--- config.mk ---
export PLATFORM = sky130hd
export DESIGN_NAME = pipeline_hazard_ctrl
export DESIGN_NICKNAME = d
export VERILOG_FILES = /design/src/rtl/pipeline_hazard_ctrl.sv
export SDC_FILE = /design/constraint.sdc
export NUM_CORES = 1
export LEC_CHECK = 0
export CORE_UTILIZATION = 41
export DETAILED_ROUTE_END_ITERATION = 10
export GPL_TIMING_DRIVEN = 1
export PLACE_DENSITY = 0.7
export SYNTH_ARGS = -nofsm -noshare
export SYNTH_HDL_FRONTEND = slang
export SYNTH_SLANG_ARGS = --single-unit
--- constraint.sdc ---
create_clock -name clk -period 4.5 [get_ports clk]
set_clock_uncertainty 0.1 [all_clocks]
set_input_delay 0.675 -clock clk [delete_from_list [all_inputs] [get_ports clk]]
set_output_delay 0.675 -clock clk [all_outputs]
set_load 0.02 [all_outputs]
--- src/rtl/pipeline_hazard_ctrl.sv ---
// pipeline_hazard_ctrl
// Central stall/flush sequencer for the 5-stage pipeline. It covers the hazards
// that forwarding cannot resolve:
//   - load-use dependencies
//   - multi-cycle mul/div execution
//   - taken branches
//   - data-memory wait states
// It drives every pipeline-register enable and bubble control and keeps
// saturating performance counters.

module pipeline_hazard_ctrl #(
    parameter int MEM_TIMEOUT = 16,
    parameter int CNT_W       = 32
) (
    input  logic             clk,
    input  logic             rst,
    input  logic [4:0]       IF_ID_rs1,
    input  logic [4:0]       IF_ID_rs2,
    input  logic [4:0]       ID_EX_rd,
    input  logic             ID_EX_memRead,
    input  logic             ID_EX_isMulDiv,
    input  logic             md_done,
    input  logic             EX_branch_taken,
    input  logic             dmem_req,
    input  logic             dmem_ready,
    output logic             pc_write,
    output logic             IF_ID_write,
    output logic             ID_EX_write,
    output logic             EX_MEM_write,
    output logic             IF_ID_flush,
    output logic             ID_EX_flush,
    output logic             EX_MEM_flush,
    output logic             MEM_WB_flush,
    output logic             md_start,
    output logic             mem_err,
    output logic [CNT_W-1:0] stall_cycles,
    output logic [CNT_W-1:0] flush_events
);

    localparam int WAIT_W = (MEM_TIMEOUT > 1) ? $clog2(MEM_TIMEOUT) : 1;
    localparam logic [WAIT_W-1:0] WAIT_LAST = WAIT_W'(MEM_TIMEOUT - 1);

    typedef enum logic [1:0] {
        RUN      = 2'd0,
        MD_WAIT  = 2'd1,
        MEM_WAIT = 2'd2
    } state_t;

    state_t            state;
    state_t            state_next;
    logic [WAIT_W-1:0] wait_cnt;
    logic [WAIT_W-1:0] wait_next;
    logic              flush_inc;
    logic              load_use;

    // A load whose destination feeds the instruction in ID; x0 never creates a dependency.
    assign load_use = ID_EX_memRead && (ID_EX_rd != 5'd0) &&
                      ((ID_EX_rd == IF_ID_rs1) || (ID_EX_rd == IF_ID_rs2));

    // Mealy decode of the pipeline controls and the next state. Reset forces every
    // register to hold and load a bubble, with no pulses.
    always_comb begin
        pc_write     = 1'b1;
        IF_ID_write  = 1'b1;
        ID_EX_write  = 1'b1;
        EX_MEM_write = 1'b1;
        IF_ID_flush  = 1'b0;
        ID_EX_flush  = 1'b0;
        EX_MEM_flush = 1'b0;
        MEM_WB_flush = 1'b0;
        md_start     = 1'b0;
        mem_err      = 1'b0;
        state_next   = state;
        wait_next    = wait_cnt;
        flush_inc    = 1'b0;

        if (rst) begin
            pc_write     = 1'b0;
            IF_ID_write  = 1'b0;
            ID_EX_write  = 1'b0;
            EX_MEM_write = 1'b0;
            IF_ID_flush  = 1'b1;
            ID_EX_flush  = 1'b1;
            EX_MEM_flush = 1'b1;
            MEM_WB_flush = 1'b1;
            state_next   = RUN;
            wait_next    = '0;
        end else begin
            case (state)
                RUN: begin
                    if (dmem_req && !dmem_ready) begin
                        pc_write     = 1'b0;
                        IF_ID_write  = 1'b0;
                        ID_EX_write  = 1'b0;
                        EX_MEM_write = 1'b0;
                        MEM_WB_flush = 1'b1;
                        state_next   = MEM_WAIT;
                        wait_next    = '0;
                    end else if (ID_EX_isMulDiv) begin
                        md_start     = 1'b1;
                        pc_write     = 1'b0;
                        IF_ID_write  = 1'b0;
                        ID_EX_write  = 1'b0;
                        EX_MEM_flush = 1'b1;
                        state_next   = MD_WAIT;
                    end else if (EX_branch_taken) begin
                        IF_ID_flush  = 1'b1;
                        ID_EX_flush  = 1'b1;
                        flush_inc    = 1'b1;
                    end else if (load_use) begin
                        pc_write     = 1'b0;
                        IF_ID_write  = 1'b0;
                        ID_EX_flush  = 1'b1;
                    end
                end
                MEM_WAIT: begin
                    if (dmem_ready) begin
                        state_next = RUN;
                    end else if (wait_cnt == WAIT_LAST) begin
                        mem_err    = 1'b1;
                        state_next = RUN;
                    end else begin
                        pc_write     = 1'b0;
                        IF_ID_write  = 1'b0;
                        ID_EX_write  = 1'b0;
                        EX_MEM_write = 1'b0;
                        MEM_WB_flush = 1'b1;
                        wait_next    = wait_cnt + 1'b1;
                    end
                end
                MD_WAIT: begin
                    if (md_done) begin
                        state_next = RUN;
                    end else begin
                        pc_write     = 1'b0;
                        IF_ID_write  = 1'b0;
                        ID_EX_write  = 1'b0;
                        EX_MEM_flush = 1'b1;
                    end
                end
                default: begin
                    state_next = RUN;
                end
            endcase
        end
    end

    // State register and memory-wait cycle counter.
    always_ff @(posedge clk or posedge rst) begin
        if (rst) begin
            state    <= RUN;
            wait_cnt <= '0;
        end else begin
            state    <= state_next;
            wait_cnt <= wait_next;
        end
    end

    // Saturating performance counters: frozen-PC cycles and branch flushes.
    always_ff @(posedge clk or posedge rst) begin
        if (rst) begin
            stall_cycles <= '0;
            flush_events <= '0;
        end else begin
            if (!pc_write && (stall_cycles != '1)) begin
                stall_cycles <= stall_cycles + 1'b1;
            end
            if (flush_inc && (flush_events != '1)) begin
                flush_events <= flush_events + 1'b1;
            end
        end
    end

endmodule

* Word-level counts from Yosys, hierarchy flattened
Cells that the tools add are included.
Storage, ports and cells: logic and storage cells 88, bits of input ports 23, register bits after elaboration 70, output and inout port bits 74
Cells by class: equality and inequality tests 13, multiplexer cells 55, add/subtract/negate cells 3, reduce and logical (&&, ||, !) cells 13
Operators with widths (count):
- $add A32 B1 Y32 const B | 2
- $ne A32 B32 Y1 const B | 2
- $mux W1 | 38
- $mux W4 | 4
- $mux W2 | 6
- $ne A3 B3 Y1 const B | 4
- $eq A5 B5 Y1 | 2
- $ne A4 B4 Y1 const B | 2
- $pmux W4 S2 | 1
- $pmux W1 S2 | 3
- $pmux W1 S3 | 2
- $pmux W2 S3 | 1
- $logic_and A1 B1 Y1 | 5
- $reduce_bool A5 Y1 | 1
- $add A4 B1 Y4 const B | 1
- $eq A4 B4 Y1 const B | 1
- $reduce_and A4 Y1 | 1
- $reduce_and A3 Y1 | 1
- $reduce_bool A3 Y1 | 1
- $eq A2 B1 Y1 const B | 1
- $eq A2 B2 Y1 const B | 1
- $logic_not A1 Y1 | 2
- $logic_not A2 Y1 | 1
- $logic_or A1 B1 Y1 | 1

* Longest topological paths before layout
depth in word-level cells 11, gate-level depth with buffers 8, gate-level depth less buffers 7

* Least setup slack after synthesis
Ideal clock, no wire load.
path type in2out, start input rst, end output pc_write, data required time 3725 ps, arrival time 3595 ps, stages on the path 5, setup slack 130 ps, cells stage by stage inv_1 -> o21a_1 -> a21boi_1 -> clkbuf_1 -> buf_4
On the way: longest elaborated chain between the ends 1
Ends and longest elaborated chain:
- start, declared | RTL line 16 | input logic rst,
- $mux W1
- end, declared | RTL line 26 | output logic pc_write,
No other way between the ends.

* Final worst setup path
start input ID_EX_rd[1], end output pc_write
On the way: longest elaborated chain between the ends 9
Ends and longest elaborated chain:
- start, declared | RTL line 19 | input logic [4:0] ID_EX_rd,
- $eq A5 B5 Y1 or $reduce_bool A5 Y1 (tied branches) | RTL line 58, 57
- $logic_or A1 B1 Y1 or $logic_and A1 B1 Y1 (tied branches) | RTL line 58, 57
- $logic_and A1 B1 Y1 * | RTL line 57 | assign load_use = ID_EX_memRead && (ID_EX_rd != 5'd0) &&
- $mux W1 * | RTL line 110 | end else if (load_use) begin
- $mux W1 * | RTL line 106 | end else if (EX_branch_taken) begin
- $mux W1 * | RTL line 99 | end else if (ID_EX_isMulDiv) begin
- $mux W1 * | RTL line 91 | if (dmem_req && !dmem_ready) begin
- $pmux W1 S3 * | RTL line 89 | case (state)
- $mux W1 * | RTL line 77 | if (rst) begin
Mark *: on every way between the ends. The rest lies on a longest branch, timed or not.

==> impl_metrics.json <==
{
  "status": "completed",
  "cts_buffers": 9,
  "root_buffer": "clkbuf_8",
  "grt_overflow": 0,
  "post_cts_resize_count": 0,
  "synth-xor-area-share_pct": 17.24,
  "ctsLongestPathBuffers": 2,
  "worstHoldEndpoint": "stall_cycles[28]",
  "cts_num_sinks": 70,
  "r2r_start": "stall_cycles[6]",
  "antenna_found_initial": 0,
  "worst_slack_ps": 835.5,
  "cts.htree.levels": 3,
  "yosysSeqAreaShare_pct": 48.56,
  "yosys.area_share.simple_pct": 24.73,
  "reg2reg_depth": 6,
  "synth_mux_area_share_pct": 1.526,
  "crit_type": "in -> out",
  "timing_max_transition_violations_final": 0,
  "insertion_delay_ps": 340,
  "drive_gt1_share_pct": 7.527,
  "fp-row-count": 33,
  "syn_to_final_growth_pct": 36.28,
  "place_congestion": 0.8088,
  "synthCells": 359,
  "synth_top_family_by_area": "simple AND/OR/NAND/NOR gates",
  "fin_crit_sh_pct": 81.43,
  "post-place-ws_ps": 826.4,
  "start_kind": "primary input",
  "fin_cells": 570,
  "syn_nets": 385,
  "dr.pass1.iters": 4,
  "arrival_ps": 2890,
  "fp.dieArea_um2": 9178,
  "cp-end-kind": "output port",
  "ctsHoldBuffers": 0,
  "synthesis.area_um2": 3607,
  "synth_seq_cells": 70,
  "r2r_end": "stall_cycles[1]",
  "synth_compound_area_share_pct": 4.370,
  "yosysWarnings": 0,
  "nets": 486,
  "p_leak_uw": 0.001959,
  "crit_required_ps": 3720,
  "synth_cell_types": 47,
  "port-buffer-count": 96,
  "whs_ps": 387.0,
  "pin_count": 97,
  "maxCapViolations": 0,
  "setup_violations": 0,
  "synth-edff-count": 0,
  "finalHoldViolations": 0,
  "async_flop_share_pct": 100.0,
  "start_util_pct": 43.04,
  "grtUsageTotal_pct": 19.26,
  "dp_cells": 554,
  "synth_fa_ha_area_share_pct": 1.041,
  "worstMarginPinSlew_ps": 925.2,
  "place_hpwl_um": 5930,
  "grt_pass1_vias": 2908,
  "drt-initial-drc-count": 119,
  "slew_headroom_pct": 38.32,
  "vias": 3082,
  "tns_ps": 0,
  "path_clk_slew_ps": 70,
  "fmax_mhz": 272.9,
  "ys.flop_type": "dfrtp_1",
  "rsz0062_at_grt": "no",
  "diodes": 0,
  "min_period_ps": 3665,
  "ant_nets": 0,
  "crit_start": "ID_EX_rd[1]",
  "drt_wl_total_um": 8460,
  "routedWlPerCell_um": 14.84,
  "whs_path_depth": 1,
  "grt_max_degree": 71,
  "die_h_um": 95.80,
  "worstHoldPathType": "reg -> reg",
  "die_width_um": 95.80,
  "avgSynthCellArea_um2": 10.05,
  "grt_pass1_wl_um": 13680,
  "ir_drop_mv": 0.3166,
  "hold_start": "stall_cycles[28]",
  "drc": 0,
  "power_density_nw_per_um2": 385.1,
  "viasPerCell": 5.407,
  "utilization_pct": 58.65,
  "cts_tree": "built",
  "post_cts_buffers": 0,
  "core_area_um2": 8382,
  "r2r_slack_ps": 1510,
  "crit_fanout": 3
}
## Yosys cell counts (all sizes together) (2+ instances only)
library cell	count	share of area, %
nor3b	2	0.42
mux2	4	1.2
o21ai	6	0.83
dfrtp	70	49
and2	2	0.35
clkbuf	4	0.42
a21oi	3	0.52
buf	5	0.76
or4	4	0.94
and3	4	0.69
nand3	21	2.9
nor3	23	3.5
nand2b	2	0.35
nand4	20	3.6
and4	2	0.49
nand2	35	3.6
nor4	20	3.6
inv	13	1.4
nor2	25	2.6
xor2	43	10
xnor2	28	6.8
nor4b	3	0.73
ha	3	1.0
## stage by stage
stage,total power [uW],area (um^2)
6_report,1893,4916
5_1_grt,1989,4916
4_1_cts,1914,4916
3_5_place_dp,1320,4683
3_3_place_gp,1311,4683
2_1_floorplan,1075,3607
## layout by cell type (no fill, tap or decap), types with 2 or more instances in the layout
master            n
nor4b_1           3
nand3_1          21
xor2_1           43
inv_1            12
nand4_1          19
nor3_1           21
xnor2_1          28
dfrtp_1          70
and4_1            2
a21oi_1           2
nand2_1          35
and3_1            4
buf_4             3
clkdlybuf4s50_1  96
nor2_1           25
nand2b_1          2
mux2_2            4
clkbuf_8         11
and2_1            2
o21ai_0           5
ha_1              3
nor3_2            2
or4_1             3
nor3b_1           2
nor4_1           19
bufinv_16         2
## final cells by class
type / instances / area, um^2
well taps: 105 / 131.4
flip-flops and latches: 70 / 1752
multi-input cells: 267 / 1768
clock buffers: 11 / 151.4
inverters: 13 / 48.80
repair buffers: 99 / 983.4
fillers: 739 / 3466
clock inverters: 5 / 81.33
## worst max-delay path, cell delays in order
cell             delay (ps)
clkdlybuf4s50_1         460
or4_1                   580
o21ai_0                 170
nor3_1                   80
a21boi_2                250
clkdlybuf4s50_1         670
## per-layer routing
layer  track usage, %  vias up  part of all wire, %  wire length [um]
li1                 -     1476                    -                 -
met1            26.26     1504                   47              3960
met2            30.71       98                   47              3995
met3            4.976        4                  5.7               484
met4            4.478        0                 0.24                20
met5                0        -                    0                 0
## cell families (layout without fill, tap and decap cells)
kind of cell,after synthesis,after routing
DFF,70,70
AOI/OAI and AO/OA,21,21
adders and majority gates,3,3
and+or+nand+nor,167,167
buffers and inverters,22,128
xor gates and xnor gates,71,71
muxes,5,5
## worst max-delay path by stage
stage | end | slack, ps | depth (start not counted)
6_report | pc_write | 840 | 6
5_1_grt | pc_write | 690 | 6
4_1_cts | pc_write | 810 | 6
3_5_place_dp | pc_write | 830 | 6
3_3_place_gp | pc_write | 840 | 6
2_1_floorplan | pc_write | 130 | 5
## state kept, by name, indices dropped and copies added (netlist names)
signal        cells
stall_cycles     32
flush_events     32
state             2
wait_cnt          4
## power by group
group | internal (uW) | switching (uW)
Sequential | 707 | 112
Clock | 343 | 240
Combinational | 242 | 248
Total | 1290 | 601
No activity file was read; power rests on OpenSTA's default activity.
